**config.mk**
```make
export PLATFORM = sky130hd
export DESIGN_NAME = inst_fetch_resp
export DESIGN_NICKNAME = d
export VERILOG_FILES = /design/src/rtl/inst_fetch_resp.sv
export SDC_FILE = /design/constraint.sdc
export NUM_CORES = 1
export LEC_CHECK = 0
export CORE_ASPECT_RATIO = 1.5
export CORE_UTILIZATION = 45
export CTS_CLUSTER_SIZE = 14
export DETAILED_ROUTE_END_ITERATION = 8
export PLACE_DENSITY = 0.73
export SETUP_SLACK_MARGIN = 0.15
export SYNTH_ARGS = -nofsm -noshare
export SYNTH_HDL_FRONTEND = slang
export SYNTH_SLANG_ARGS = --single-unit
```
**constraint.sdc**
```tcl
create_clock -name clk -period 1.9 [get_ports clk]
set_clock_uncertainty 0.05 [all_clocks]
set_input_delay 0.38 -clock clk [delete_from_list [all_inputs] [get_ports clk]]
set_output_delay 0.38 -clock clk [all_outputs]
set_load 0.05 [all_outputs]
```
**src/rtl/inst_fetch_resp.sv**
```systemverilog
// Instruction-fetch responder: serves 32-bit words from a synchronous backing memory
// through a one-word buffer, inserting WAIT_STATES idle cycles before each read.
module inst_fetch_resp #(
    parameter int WAIT_STATES    = 2,
    parameter int MEM_DEPTH_LOG2 = 10
) (
    input  logic                      clk,
    input  logic                      rst,
    input  logic                      ce,
    input  logic [31:0]               addr,
    output logic [31:0]               inst,
    output logic                      inst_valid,
    output logic                      stallreq,
    output logic                      err,
    output logic                      mem_re,
    output logic [MEM_DEPTH_LOG2-1:0] mem_addr,
    input  logic [31:0]               mem_rdata
);

    typedef enum logic [1:0] {
        ST_IDLE = 2'd0,
        ST_WAIT = 2'd1,
        ST_READ = 2'd2,
        ST_FILL = 2'd3
    } state_e;

    localparam logic [3:0] WAIT_CNT = 4'(WAIT_STATES);

    state_e      state_q, state_d;
    logic [3:0]  cnt_q, cnt_d;
    logic [31:0] req_addr_q, req_addr_d;
    logic        buf_valid_q, buf_valid_d;
    logic [31:0] buf_addr_q, buf_addr_d;
    logic [31:0] buf_data_q, buf_data_d;
    logic        aligned_s;
    logic        hit_s;

    // Fetch-side outputs; the buffer compare runs in every state so hits bypass a busy FSM.
    always_comb begin
        aligned_s  = (addr[1:0] == 2'b00);
        hit_s      = buf_valid_q && (buf_addr_q == addr);
        err        = rst && ce && !aligned_s;
        inst_valid = ce && hit_s && aligned_s;
        inst       = inst_valid ? buf_data_q : 32'h0000_0000;
        stallreq   = rst && ce && !hit_s && aligned_s;
        mem_re     = (state_q == ST_READ);
        mem_addr   = req_addr_q[MEM_DEPTH_LOG2+1:2];
    end

    // Next-state logic; an in-flight fetch always runs to completion (no abort path).
    always_comb begin
        state_d     = state_q;
        cnt_d       = cnt_q;
        req_addr_d  = req_addr_q;
        buf_valid_d = buf_valid_q;
        buf_addr_d  = buf_addr_q;
        buf_data_d  = buf_data_q;
        case (state_q)
            ST_IDLE: begin
                if (stallreq) begin
                    req_addr_d = addr;
                    cnt_d      = WAIT_CNT;
                    if (WAIT_CNT != 4'd0) begin
                        state_d = ST_WAIT;
                    end else begin
                        state_d = ST_READ;
                    end
                end else begin
                    state_d = ST_IDLE;
                end
            end
            ST_WAIT: begin
                cnt_d = cnt_q - 4'd1;
                if (cnt_q == 4'd1) begin
                    state_d = ST_READ;
                end else begin
                    state_d = ST_WAIT;
                end
            end
            ST_READ: begin
                state_d = ST_FILL;
            end
            ST_FILL: begin
                buf_data_d  = mem_rdata;
                buf_addr_d  = req_addr_q;
                buf_valid_d = 1'b1;
                state_d     = ST_IDLE;
            end
            default: begin
                state_d = ST_IDLE;
            end
        endcase
    end

    // State and buffer registers.
    always_ff @(posedge clk or negedge rst) begin
        if (!rst) begin
            state_q     <= ST_IDLE;
            cnt_q       <= 4'd0;
            req_addr_q  <= 32'h0000_0000;
            buf_valid_q <= 1'b0;
            buf_addr_q  <= 32'h0000_0000;
            buf_data_q  <= 32'h0000_0000;
        end else begin
            state_q     <= state_d;
            cnt_q       <= cnt_d;
            req_addr_q  <= req_addr_d;
            buf_valid_q <= buf_valid_d;
            buf_addr_q  <= buf_addr_d;
            buf_data_q  <= buf_data_d;
        end
    end

endmodule

```
== Yosys cells after proc, flatten, opt, wreduce, memory -nomap -nowiden ==
Cells that the tools add are included.
Widths: inputs -> output; s select.
Word-level totals
  register bits: 103
  latch bits: 0
  bits in writable memories: 0
  bits in read-only memories: 0
  input bits: 67
  output and inout bits: 46
  memories: 0
Operators by class
  add/sub/neg operators: 1
  $mul: 0
  divide/modulo/power cells: 0
  order comparisons: 0
  equal/unequal tests: 6
  shift-type cells: 0
  multiplexer cells: 6
  bitwise operators: 0
  reduce and logical (&&, ||, !) cells: 14
Operators by type and width (count)
  $eq 32x32->1: 1
  $mux 32: 1
  $pmux 2 s4: 1
  $pmux 4 s2: 1
  $logic_and 1x1->1: 7
  $eq 2x2->1 const B: 2
  $eq 4x1->1 const B: 1
  $logic_not 2->1: 2
  $mux 4: 1
  $reduce_and 2->1: 2
  $sub 4x1->4 const B: 1
  $eq 2x1->1 const B: 1
  $logic_not 1->1: 2
  $mux 2: 1
  $ne 2x2->1 const B: 1
  $reduce_bool 2->1: 1
  $mux 1: 1

== Depth between registers and ports, before layout ==
Gate-level depths: netlist of the first run.
  word-level depth: 7
  depth in mapped cells: 7
  mapped depth without buffers: 6

== Least setup slack after synthesis of the first run ==
OpenSTA, ideal clock, no wires.
  path type: input to output
  start point: input addr[31]
  end point: output inst[22]
  arrival time: 2090 ps
  required time: 1470 ps
  path slack: -620 ps
  cell stages on the path: 7
  buffers on the path: 1
  cells stage by stage: xor2_1 -> nor4_1 -> and4b_1 -> nand4_1 -> nor2_1 -> buf_2 -> and2_1
On the way
  word-level cells in the longest chain between the ends: 5
RTL lines
  start, declared: line 10  | input logic [31:0] addr,
  $eq 32x32->1: line 41  | hit_s = buf_valid_q && (buf_addr_q == addr);
  $logic_and 1x1->1: line 41
  $logic_and 1x1->1 (2 in a row): line 43  | inst_valid = ce && hit_s && aligned_s;
  via inst_valid: line 12  | output logic inst_valid,
  $mux 32: line 44  | inst = inst_valid ? buf_data_q : 32'h0000_0000;
  end, declared: line 11  | output logic [31:0] inst,
The timed path passes the listed nets, and every way through them passes these cells.

== Final worst setup path of the first run ==
  start point: register buf_addr_q[21]
  end point: output inst[0]
On the way
  word-level cells in the longest chain between the ends: 5
RTL lines
  start, declared: line 33  | logic [31:0] buf_addr_q, buf_addr_d;
  start signal, assigned: line 109  | buf_addr_q <= buf_addr_d;
  $eq 32x32->1: line 41
  $logic_and 1x1->1: line 41
  $logic_and 1x1->1 (2 in a row): line 43
  $mux 32: line 44
No other way between the ends.

==> run metrics, run 1 <==
metal2 WL=5.56 mm; Seq/Total Area, Yosys=55.4%; HPWL Detailed=6.97 mm; Post-synth top cells=dfrtp_1 (103), mux2_2 (94), and2_1 (35); MaxCap Viol Count=0; CP Capture Type=output port; syn_area_per_cell=13.4 um^2; Post-DRT Antenna Nets=0; ys flop type=dfrtp_1; hold slack=0.0445 ns; layout cells sized above 1=51.1%; worst skew pair latency=0.34 ns; Final Hold Viols=0; TritonCTS buffer count=9; DR DRC count=0; GR Overflow Total=0; vias in the first global route=3381; Hold Crit Class=input pin to asynchronous set/reset pin; Reg2Reg Setup Slack=-0.58 ns; Port Buffer Count=112; synthesized area=4650 um^2; reg-to-reg startpoint=buf_addr_q[15]; min setup slack post-route=-0.814 ns; Die X=85.0 um; WS Path Type=flip-flop to output port; setup TNS=-46.09 ns; number of enable flip-flop cells after synthesis=0; CP Data Required Time=1.47 ns; Total Routing Usage GR=20.7%; layout net count=551; gpl congestion=0.793; Clock Sinks=103; top-area cell type share of the netlist area=55.4%; fill count=671; core area=10100 um^2; DRT met1 WL=4.18 mm; Area Overhead vs Synth=55.7%; DR pass1 iterations=4; Synthesis Warnings=0; Max Freq=369 MHz; first-pass GRT wire length=17.1 mm; Die Ht=127 um; CTS Hold Bufs=0; failing checks=negative setup slack; outcome=finished with violations; die area=10800 um^2; Pleak=3.33 nW; final slew viol count=0; final worst path period share=143%; Pwr Density=1290 nW/um^2; Starting DRT DRC Count=138; dominant cells by area after synthesis=dfrtp_1 (55%), mux2_2 (23%), and2_1 (4.7%), xnor2_1 (4.1%), xor2_1 (1.7%); DR WL/cell=17.2 um; distinct cell type count after synthesis=35; Final Non-Filler Cells=604; CP Data Arrival Time=2.28 ns; Worst VDD drop=998 uV; Clock Path Buffers=2; # IOs=113; final non-filler cell area=7240 um^2; antenna diode count=0; area leader, netlist=dfrtp_1; cell row count=45; Initial Utilization=46.1%; #FFs+latches synth=103; Post-Syn Instances=347; most numerous cell in the Yosys netlist=dfrtp_1; H-Tree Depth=3; Worst-path clk slew=0.07 ns; Synth async-reset ratio=100%; worst reg2reg path endpoint=req_addr_q[6]; Net Count, Synth=416; FF-to-FF path depth=12; worst-margin pin slew=0.551 ns; clock root buffer=clkbuf_16; startpoint types=flip-flop; final setup violation count=71; initial antenna violation count=0; wire length on met3=450 um; Slew HR=63.2%; min cycle time layout=2.71 ns; Routed Wire Length=10.4 mm; placed standard-cell area=6470 um^2; placed insts=567; largest net degree at the start of global routing=104; DR vias=3150; highest metal used=met4; RSZ-0062 raised after global routing=yes; TritonCTS clock tree=built; vias per std cell=5.22; Worst Path Max Fanout=9
==> sequential cells by signal, summed over array words and instances (netlist names), named ones only <==
signal	count
cnt_q	4
state_q	1
buf_addr_q	32
buf_data_q	32
buf_valid_q	1
req_addr_q	32
==> final cells by class <==
| cell class | count | area [um^2] | share of cell area [%] |
|---|---|---|---|
| Sequential cell | 103 | 2580 | 35.6 |
| Clock buffer | 13 | 240 | 3.32 |
| Timing Repair Buffer | 150 | 1960 | 27.1 |
| Clock inverter | 3 | 67.6 | 0.933 |
| Inverter | 4 | 18.8 | 0.259 |
| Multi-Input combinational cell | 214 | 2230 | 30.8 |
| Tap cell | 117 | 146 | 2.02 |
==> report_power, final <==
part	switching, W	internal [W]	leakage [nW]
Clock	0.000776	0.00116	0.144
Combinational	0.00155	0.00200	1.93
Sequential	0.000648	0.00322	1.26
Total	0.00298	0.00638	3.33
==> worst max-delay path, stage by stage, from the launching register on <==
cell and delay [ns]:
dfrtp_1 0.40, xor2_2 0.17, nor4_1 0.26, and4b_1 0.24, nand4_1 0.15, nor2_4 0.17, buf_6 0.14, buf_12 0.13
and2_4 0.15, buf_12 0.13
==> cells by family (layout without fill, tap and decap cells) <==
family	count (synthesis)	count (layout)	synth area share [%]
flops	103	103	55.4
compound gates	13	13	1.80
mux	95	95	23.0
xor+xnor	31	31	5.84
fa+ha+maj	2	2	0.538
simple gates	73	73	9.42
buf+inv	30	170	4.01
==> metal layers <==
layer / vias up / global-route usage [%]
met5: - / 0
met4: 0 / 9.57
met3: 14 / 4.36
met2: 99 / 36.5
met1: 1587 / 23.9
li1: 1450 / -
==> per-stage QoR <==
stage | power, W | worst slack (ns) | util [%]
floorplan | 0.00630 | -0.230 | -
global placement | 0.00697 | -0.923 | 64.2
detailed placement | 0.00718 | -0.942 | 64.2
CTS | 0.00932 | -0.790 | 70.9
global route | 0.00985 | -0.922 | 71.9
finish | 0.00936 | -0.814 | 71.9
==> what timing repair did <==
| item | 4_1_cts | 5_1_grt |
|---|---|---|
| setup buffers | 11 | 5 |
| gates cloned | 5 | 0 |
| pin swaps | 6 | 17 |
| hold endpoints to repair | 0 | 0 |
| resized for setup | 54 | 16 |
| endpoints found under the setup margin | 73 | 73 |
==> how the worst max path moves through the flow <==
stage / startpoint / endpoint / slack, ns / cells after the start
global route: buf_addr_q[2] / inst[25] / -0.92 / 9
global placement: addr[1] / inst[0] / -0.92 / 9
CTS: buf_addr_q[17] / inst[24] / -0.79 / 10
floorplan: addr[21] / inst[22] / -0.23 / 7
finish: buf_addr_q[21] / inst[0] / -0.81 / 9
detailed placement: addr[1] / inst[0] / -0.94 / 9
==> placed cells by master (no fill, tap or decap), types with 5 or more instances in the layout <==
| cell | Yosys | final |
|---|---|---|
| and2_4 | 0 | 34 |
| buf_12 | 0 | 42 |
| buf_16 | 0 | 5 |
| buf_4 | 10 | 25 |
| buf_6 | 4 | 12 |
| clkbuf_16 | 0 | 9 |
| clkdlybuf4s50_1 | 0 | 42 |
| dfrtp_1 | 103 | 103 |
| dlygate4sd2_1 | 0 | 17 |
| dlymetal6s2s_1 | 0 | 6 |
| mux2_2 | 94 | 64 |
| mux2_4 | 0 | 30 |
| nand2_1 | 7 | 6 |
| nand4_1 | 7 | 7 |
| xnor2_1 | 22 | 17 |
| xnor2_2 | 0 | 5 |
| xor2_1 | 9 | 5 |
No activity file was read; power rests on OpenSTA's default activity.
==> run 2, diff against run 1 <==
HOLD_SLACK_MARGIN = 0.1   (was default)
REMOVE_ABC_BUFFERS = 1   (was default)
==> run metrics, run 2 (same netlist as run 1, synthesis figures left out) <==
outcome=finished with violations; failing checks=negative setup slack; HPWL Detailed=6.50 mm (-6.7%); antenna diode count=0 (unchanged); worst skew pair latency=0.34 ns (about the same); WS Path Type=flip-flop to output port; Total Routing Usage GR=18.9% (-1.8 points); Area Overhead vs Synth=50.7%; DR pass1 iterations=4 (unchanged); RSZ-0062 raised after global routing=yes; CP Data Required Time=1.47 ns (about the same); CP Capture Type=output port; Clock power frac=21.5% (+0.8 points); Core Util, Final=69.5% (-2.3 points); Die Ht=127 um (unchanged); TritonCTS clock tree=built; Slew HR=64.2% (+0.91 points); worst stage delay on the critical path=0.41 ns (about the same); DR DRC count=0 (unchanged); # IOs=113 (unchanged); Worst Path Max Fanout=33 (+24); worst-margin pin slew=0.538 ns (-0.0137 ns); hold slack=0.0768 ns (+0.0323 ns); Sw Pwr=0.00294 W (-1.2%); Post-DRT Antenna Nets=0 (unchanged); first-pass GRT wire length=15.7 mm (-8.5%); vias in the first global route=3210 (-5.1%); Port Buffer Count=112 (unchanged); DR WL/cell=17.5 um (+1.3%); CP dominant cell by count=buf_12; Logic pwr share=37.0% (-1.0 points); core area=10100 um^2 (unchanged); final worst path period share=141% (-2.2 points); final setup violation count=71 (unchanged); die area=10800 um^2 (unchanged); H-Tree Depth=3 (unchanged); min cycle time layout=2.67 ns (-0.0412 ns); startpoint types=flip-flop; Net Sw Frac=31.3% (-0.50 points); final slew viol count=0 (unchanged); Worst-path clk slew=0.07 ns (about the same); Int Pwr=0.00645 W (+1.1%); Hold Crit Class=input pin to asynchronous set/reset pin; vias per std cell=5.20 (-0.21%); Pleak=3.24 nW (-2.8%); gpl congestion=0.716 (-9.7%); fill count=694 (+3.4%); Regs by FF count=buf_addr_q (32), buf_data_q (32), req_addr_q (32); Pwr Density=1340 nW/um^2 (+3.7%); cell row count=45 (unchanged); reg-to-reg startpoint=buf_addr_q[10]; Reg2Reg Setup Slack=-0.59 ns (about the same); TritonCTS buffer count=9 (unchanged); GR Overflow Total=0 (unchanged); CTS Hold Bufs=0 (unchanged); Final Hold Viols=0 (unchanged); Clock Path Buffers=2 (unchanged); commonest cells after routing, fill and taps aside=dfrtp_1 (101), mux2_2 (64), buf_12 (40); Routed Wire Length=10.4 mm (+0.11%); largest net degree at the start of global routing=104 (unchanged); layout net count=545 (-1.1%); CP Data Arrival Time=2.24 ns (-0.04 ns); Max Freq=374 MHz (+1.5%); Worst VDD drop=744 uV (-25%); clock root buffer=clkbuf_16; Initial Utilization=46.1% (unchanged); critical-path cell list=xnor2_2 -> nand2_1 -> nor4_2 -> buf_4 -> nand4_1 -> nor2_2 -> buf_12 -> and2_1 -> buf_12; min setup slack post-route=-0.772 ns (+0.0412 ns); FF-to-FF path depth=10 (-2); DR vias=3107 (-1.4%); Clock Sinks=103 (unchanged); worst reg2reg path endpoint=req_addr_q[8]; initial antenna violation count=0 (unchanged); Die X=85.0 um (unchanged); layout cells sized above 1=46.0% (-5.1 points); Seq pwr share=41.5% (about the same); Starting DRT DRC Count=70 (-49%); Crit-path slowest cell=dfrtp_1; most common cell after layout, fill and taps aside=dfrtp_1; MaxCap Viol Count=0 (unchanged)
## run 2: cell count changes in the layout (fill, tap and decap cells not counted), sizes merged
cell           change
clkbuf             +2
inv                +1
dlymetal6s2s       -6
buf                -9
clkinvlp           -2
clkinv             +1
clkdlybuf4s50      -6
dlygate4sd2       +12
## run 2: area by class of cell
type	instances	area, um^2	area share [%]
clock buffers	12	267	3.80
clock inverters	3	65.1	0.928
inverters	4	15.0	0.214
multi-input cells	214	2160	30.8
flip-flops and latches	103	2580	36.8
well taps	117	146	2.09
repair buffers	144	1780	25.4
## run 2: critical path: cells and delay by family (launching register included)
kind | cells | cell delay, ns
AND/OR/NAND/NOR | 5 | 0.79
flip-flops | 1 | 0.41
buffers and inverters | 3 | 0.49
XOR/XNOR | 1 | 0.21
## run 2: repair_timing
item	in CTS	in global routing
buffers inserted	0	4
resized for setup	63	36
gates cloned	0	4
pin swaps	8	7
endpoints found under the setup margin	73	72
hold endpoints to repair	0	0
## run 2: how the worst max path moves through the flow
stage	cells past startpoint	from	end
floorplan	6	addr[31]	inst[0]
global placement	9	addr[20]	inst[5]
detailed placement	9	addr[20]	inst[26]
CTS	9	buf_addr_q[6]	inst[8]
global route	9	buf_addr_q[6]	inst[17]
finish	9	buf_addr_q[6]	inst[7]
## run 2: per-stage QoR
| step | cells | TNS [ns] | power, W | cell area, um^2 | setup WS (ns) |
|---|---|---|---|---|---|
| 6_report | 597 | -45.13 | 0.00939 | 7010 | -0.772 |
| 5_1_grt | 597 | -54.90 | 0.00987 | 7010 | -0.957 |
| 4_1_cts | 589 | -34.74 | 0.00913 | 6750 | -0.750 |
| 3_5_place_dp | 574 | -67.17 | 0.00693 | 6310 | -1.06 |
| 3_3_place_gp | 574 | -65.55 | 0.00673 | 6310 | -1.02 |
| 2_1_floorplan | 321 | -90.99 | 0.00590 | 4480 | -1.45 |
## run 2: power groups by stage
stage,Sequential (W),Combinational [W],Clock [W]
4_1_cts,0.00386,0.00321,0.00206
6_report,0.00390,0.00348,0.00202
3_3_place_gp,0.00377,0.00296,0
2_1_floorplan,0.00404,0.00185,0
3_5_place_dp,0.00386,0.00307,0
5_1_grt,0.00402,0.00371,0.00214
## run 2: metal layers
layer	global-route usage, %	up-vias	routed length (um)
met4	8.77	0	221
met3	2.93	16	473
met2	32.3	94	5480
li1	-	1445	-
met5	0	-	0
met1	23.4	1552	4250
